<file path="config.mk">
export PLATFORM = sky130hd
export DESIGN_NAME = bit_32_serial_adder
export DESIGN_NICKNAME = d
export VERILOG_FILES = /design/src/rtl/arith_pkg.sv /design/src/rtl/bit_step_adder.sv /design/src/rtl/bit_32_serial_adder.sv
export SDC_FILE = /design/constraint.sdc
export NUM_CORES = 1
export LEC_CHECK = 0
export ABC_AREA = 0
export BUFFER_PORTS_ARGS = -buffer_cell sky130_fd_sc_hd__buf_2
export CAP_MARGIN = 20
export CORE_MARGIN = 3
export CORE_UTILIZATION = 59
export CTS_CLUSTER_DIAMETER = 150
export DETAILED_ROUTE_END_ITERATION = 8
export PLACE_DENSITY_LB_ADDON = 0.12
export REMOVE_ABC_BUFFERS = 1
export SLEW_MARGIN = 0
export SYNTH_ARGS = -nofsm -noshare
export SYNTH_HDL_FRONTEND = slang
export SYNTH_SLANG_ARGS = --single-unit
</file>
<file path="constraint.sdc">
create_clock -name clk_i -period 6 [get_ports clk_i]
set_input_delay 0.3 -clock clk_i [delete_from_list [all_inputs] [get_ports clk_i]]
set_output_delay 0.3 -clock clk_i [all_outputs]
set_load 0.01 [all_outputs]
</file>
<file path="src/rtl/arith_pkg.sv">
// Shared definitions for the multi-cycle arithmetic blocks (serial adder,
// serial subtractor and later members of the family).
//   arith_state_e : handshake FSM states (idle / run / done)
//   BIT32_WIDTH   : default operand width
//   BIT32_STEP    : default number of bits processed per RUN cycle
package arith_pkg;

  typedef enum logic [1:0] {
    StIdle = 2'd0,
    StRun  = 2'd1,
    StDone = 2'd2
  } arith_state_e;

  localparam int unsigned BIT32_WIDTH = 32;
  localparam int unsigned BIT32_STEP  = 4;

endpackage

</file>
<file path="src/rtl/bit_step_adder.sv">
// Combinational Width-bit ripple-carry adder built from a chain of full adders.
// Ports:
//   a_i, b_i : addend slices
//   cin_i    : carry into bit 0
//   s_o      : slice sum
//   co_o     : carry out of bit Width-1
module bit_step_adder #(
  parameter int unsigned Width = 4
) (
  input  logic [Width-1:0] a_i,
  input  logic [Width-1:0] b_i,
  input  logic             cin_i,
  output logic [Width-1:0] s_o,
  output logic             co_o
);

  logic [Width:0] carry;

  always_comb begin
    carry    = '0;
    s_o      = '0;
    carry[0] = cin_i;
    for (int i = 0; i < int'(Width); i++) begin
      s_o[i]       = a_i[i] ^ b_i[i] ^ carry[i];
      carry[i + 1] = (a_i[i] & b_i[i]) | (carry[i] & (a_i[i] ^ b_i[i]));
    end
  end

  assign co_o = carry[Width];

endmodule

</file>
<file path="src/rtl/bit_32_serial_adder.sv">
// Multi-cycle adder: adds STEP bits per clock under a start/busy/done handshake.
// Operands are captured when start is accepted (IDLE or DONE); the result is held
// from the first done cycle until the next accepted start or reset.
// Ports:
//   clk_i   : rising-edge clock
//   rst_ni  : synchronous active-low reset
//   start_i : request, accepted only when not running
//   a_i,b_i : addends, sampled on the accepting edge only
//   busy_o  : high throughout RUN
//   done_o  : one-cycle pulse in DONE
//   sum_o   : a+b modulo 2^WIDTH
//   cout_o  : unsigned carry out of the MSB
//   ovf_o   : signed overflow
module bit_32_serial_adder
  import arith_pkg::*;
#(
  parameter int unsigned WIDTH = BIT32_WIDTH,
  parameter int unsigned STEP  = BIT32_STEP
) (
  input  logic             clk_i,
  input  logic             rst_ni,
  input  logic             start_i,
  input  logic [WIDTH-1:0] a_i,
  input  logic [WIDTH-1:0] b_i,
  output logic             busy_o,
  output logic             done_o,
  output logic [WIDTH-1:0] sum_o,
  output logic             cout_o,
  output logic             ovf_o
);

  localparam int unsigned NumSlices = WIDTH / STEP;
  localparam int unsigned CntW      = (NumSlices > 1) ? $clog2(NumSlices) : 1;

  typedef logic [CntW-1:0] cnt_t;

  if ((WIDTH % STEP) != 0) begin : g_bad_step
    $error("bit_32_serial_adder: WIDTH must be a multiple of STEP");
  end

  arith_state_e     state_q, state_d;
  cnt_t             cnt_q, cnt_d;
  logic             carry_q, carry_d;
  logic [WIDTH-1:0] a_q, a_d, b_q, b_d;
  logic [WIDTH-1:0] sum_q, sum_d;
  logic             cout_q, cout_d;
  logic             ovf_q, ovf_d;

  logic             accept;
  logic             last_slice;
  int unsigned      base;
  logic [STEP-1:0]  a_slice, b_slice, slice_s;
  logic             slice_co;

  assign accept     = start_i && (state_q != StRun);
  assign last_slice = (cnt_q == cnt_t'(NumSlices - 1));
  assign base       = int'(cnt_q) * STEP;
  assign a_slice    = a_q[base +: STEP];
  assign b_slice    = b_q[base +: STEP];

  bit_step_adder #(
    .Width (STEP)
  ) u_step_adder (
    .a_i   (a_slice),
    .b_i   (b_slice),
    .cin_i (carry_q),
    .s_o   (slice_s),
    .co_o  (slice_co)
  );

  // State register
  always_ff @(posedge clk_i) begin
    if (!rst_ni) begin
      state_q <= StIdle;
    end else begin
      state_q <= state_d;
    end
  end

  // Next-state logic
  always_comb begin
    state_d = state_q;
    case (state_q)
      StIdle:  if (start_i) state_d = StRun;
      StRun:   if (last_slice) state_d = StDone;
      StDone:  state_d = start_i ? StRun : StIdle;
      default: state_d = StIdle;
    endcase
  end

  // Output logic: everything comes straight from registers
  always_comb begin
    busy_o = (state_q == StRun);
    done_o = (state_q == StDone);
    sum_o  = sum_q;
    cout_o = cout_q;
    ovf_o  = ovf_q;
  end

  // Datapath next-state
  always_comb begin
    a_d     = a_q;
    b_d     = b_q;
    sum_d   = sum_q;
    carry_d = carry_q;
    cnt_d   = cnt_q;
    cout_d  = cout_q;
    ovf_d   = ovf_q;
    if (accept) begin
      a_d     = a_i;
      b_d     = b_i;
      sum_d   = '0;
      carry_d = 1'b0;
      cnt_d   = '0;
    end else if (state_q == StRun) begin
      sum_d[base +: STEP] = slice_s;
      carry_d             = slice_co;
      cnt_d               = cnt_q + cnt_t'(1);
      if (last_slice) begin
        cout_d = slice_co;
        // slice_s[STEP-1] is the new sum MSB on the final slice
        ovf_d  = (a_q[WIDTH-1] == b_q[WIDTH-1]) && (slice_s[STEP-1] != a_q[WIDTH-1]);
      end
    end
  end

  always_ff @(posedge clk_i) begin
    if (!rst_ni) begin
      a_q     <= '0;
      b_q     <= '0;
      sum_q   <= '0;
      carry_q <= 1'b0;
      cnt_q   <= '0;
      cout_q  <= 1'b0;
      ovf_q   <= 1'b0;
    end else begin
      a_q     <= a_d;
      b_q     <= b_d;
      sum_q   <= sum_d;
      carry_q <= carry_d;
      cnt_q   <= cnt_d;
      cout_q  <= cout_d;
      ovf_q   <= ovf_d;
    end
  end

endmodule
</file>
==> key figures <==
Status
  • Status: completed

Clock tree
  • Clk_lat worst skew: 0.37 ns
  • CTS Buffer Depth: 2
  • CTS tree: done
  • Setup Buffers After CTS: 0
  • Cts bufs inserted: 9
  • Root Driver: clkbuf_8
  • Htree depth: 3
  • Post-CTS Hold Buffers: 0
  • Clock-pin slew on the worst setup and hold paths: 0.10 ns
  • CTS resizes: 0
  • Clk sinks: 104

Route
  • Routed via count: 4459
  • Initial DRC count: 251
  • Avg Vias per Cell: 6.08
  • Detail Route Antenna Nets: 0
  • Avg WL per Cell: 15.7 um
  • WL final: 11500 um
  • DRC viols: 0
  • DR pass1 iterations: 5

Logic synthesis
  • Syn_area_per_cell: 8.71 um2
  • Post-synthesis sequential area ratio: 42.4%
  • Post-synthesis cell area: 4900 um2
  • Post-synth ARST share: 0%
  • Yosys reg bits: 104
  • Netlist cell types: 39
  • Number of enable flip-flop cells after synthesis: 0
  • Synth Instances: 563
  • YS warnings: 0
  • Top FF cell, synth: dfxtp_1

Cells and area
  • Layout cells sized above 1: 23.9%
  • Final instance area: 5580 um2
  • Synthesis-to-layout area growth: 13.7%
  • Final Net Count: 704
  • Multi-input gate area: 2560 um2
  • FILL cells: 661
  • ANT cells: 0
  • Core Util, Final: 70.7%
  • Finished Layout Cells: 733
  • Reg area: 2080 um2

Placement
  • IO buf count: 102
  • Placed cells: 716
  • Detailed Place HPWL: 7590 um
  • RePlAce Congestion: 0.870
  • Post-DP Area: 5360 um2
  • Pre-CTS setup slack: 2.46 ns

Timing
  • Clock skew: 0.00830 ns
  • Post-route setup TNS: 0 ns
  • Hold WS: 0.169 ns
  • Final setup vio count: 0
  • Final min period: 3.58 ns
  • Period utilization: 59.6%
  • Fmax: 280 MHz
  • Final hold vios: 0
  • Slew margin rel.: 31.5%
  • Final setup margin: 2.42 ns
  • Worst Max-Slew Pin Slew: 1.03 ns
  • Fin. max-slew vios: 0
  • RSZ-0062 raised after global routing: no

Power and ir drop
  • Leakage: 2.12 nW
  • Total Power: 1.36 mW
  • Pwr dens: 244 nW/um2
  • Worst vdd ir: 0.000149 V

Floorplan
  • Top Ports: 103
  • Rows: 32
  • Placeable Area: 7890 um2
  • Die area: 9440 um2
  • Starting Density: 62.2%
  • Die Height: 97.2 um
  • Die W: 97.2 um

Worst setup path
  • Critical-path maximum fanout: 35
  • Worst path bufs/invs: 1
  • CP Class: reg2reg
  • WP data required: 6.30 ns
  • Critical Path Start Type: register
  • CP endpoint kind: register
  • Crit-path leading delay family: adder cells
  • Largest stage delay on the critical path: 0.65 ns
  • Crit-path cells: buf_4 > mux4_2 > nand2_1 > nand2_1 > fa_1 > fa_1 > nor4bb_1 > nand3_1 > a21oi_1
  • Slowest CP cell: fa_1
  • CP arrival: 3.87 ns

Global routing
  • Vias in the first global route: 4101
  • First-pass GRT wire length: 18900 um
  • Largest net degree at the start of global routing: 74
  • Initial antenna violation count: 0
  • Total grt overflow: 0
  • Global-route usage over all layers: 23.5%

Worst hold path
  • Hold WC Path Type: in2reg

Job
  • Count of max-cap constraint violations: 0
==> cells by family (layout without fill, tap and decap cells) <==
logic type	after synthesis	count (layout)	share of synthesized area, %
compound gates	203	203	21.4
simple gates	159	159	19.2
flops	104	104	42.4
buf+inv	66	134	5.41
mux	20	20	8.16
fa+ha+maj	11	11	3.42
==> worst register-to-register path, stage by stage (launching register included) <==
cell	delay (ns)
dfxtp_2	0.52
buf_4	0.43
mux4_2	0.58
nand2_1	0.08
nand2_1	0.07
fa_1	0.45
fa_1	0.65
nor4bb_1	0.43
nand3_1	0.14
a21oi_1	0.16
==> power by group <==
group | leakage [nW] | switching (mW) | internal, mW
Sequential | 0.849 | 0.0174 | 0.718
Combinational | 1.17 | 0.112 | 0.0739
Clock | 0.103 | 0.244 | 0.194
==> routing by layer <==
metal | wire, um | vias to the layer above | global-route usage [%]
met5 | 0 | - | 0
met4 | 121 | 0 | 5.72
met3 | 654 | 16 | 5.67
met2 | 5540 | 152 | 38.7
met1 | 5160 | 2098 | 31.3
li1 | - | 2193 | -
==> layout make-up <==
| cell class | instances | share of cell area, % |
|---|---|---|
| clock buffers | 9 | 2.22 |
| flip-flops and latches | 104 | 37.4 |
| repair buffers | 109 | 10.3 |
| multi-input cells | 393 | 45.9 |
| inverters | 9 | 0.606 |
| clock inverters | 7 | 1.28 |
| well taps | 102 | 2.29 |
==> Yosys cell counts (4+ instances only) <==
library cell  instances  area share [%]
nor2_1                4            0.31
o21ai_0              88             9.0
clkbuf_1             44             3.4
inv_1                 7            0.54
mux4_2               16             7.3
o31ai_1               4            0.61
mux2i_1               4            0.82
dfxtp_1             104              42
fa_1                  4             1.6
nor3_1                4            0.41
ha_1                  7             1.8
nand2_1              20             1.5
a21oi_1             103              11
buf_2                11             1.1
nor4bb_1              6             1.2
nor4b_1               4            0.71
nand3_1              87             8.9
nand4_1               8             1.0
and4b_1               5             1.0
==> sequential cells by signal, summed over array words and instances, names as in the netlist <==
| register | count |
|---|---|
| a_q | 32 |
| state_q | 2 |
| cout_o | 1 |
| sum_o | 32 |
| b_q | 32 |
| cnt_q | 3 |
| carry_q | 1 |
| ovf_o | 1 |
==> layout by cell type, fill, tap and decap left out, drive strengths merged, types with 2 or more instances in the layout <==
master / n
buf: 109
dfxtp: 104
a21oi: 103
o21ai: 92
nand3: 87
nand2: 20
mux4: 16
inv: 10
clkbuf: 9
nand4: 8
ha: 7
nor4bb: 6
nor4b: 6
and4b: 5
clkinv: 5
mux2i: 4
nor3: 4
nor2: 4
o31ai: 4
fa: 4
or4bb: 3
nand4b: 3
a311oi: 3
nor2b: 2
or4b: 2
nor3b: 2
nand2b: 2
==> final timing paths <==
kind	from	cells past startpoint	slack (ns)	endpoint
worst max-delay path	cnt_q[0]$_SDFFE_PP0P_	9	2.42	sum_o[31]$_SDFFE_PP0P_
worst min register to register	sum_o[16]$_SDFFE_PP0P_	2	0.47	sum_o[16]$_SDFFE_PP0P_
worst min-delay path	b_i[8]	3	0.17	b_q[8]$_SDFFE_PN0P_
worst max register to register	cnt_q[0]$_SDFFE_PP0P_	9	2.42	sum_o[31]$_SDFFE_PP0P_
No activity file was read; power rests on OpenSTA's default activity.
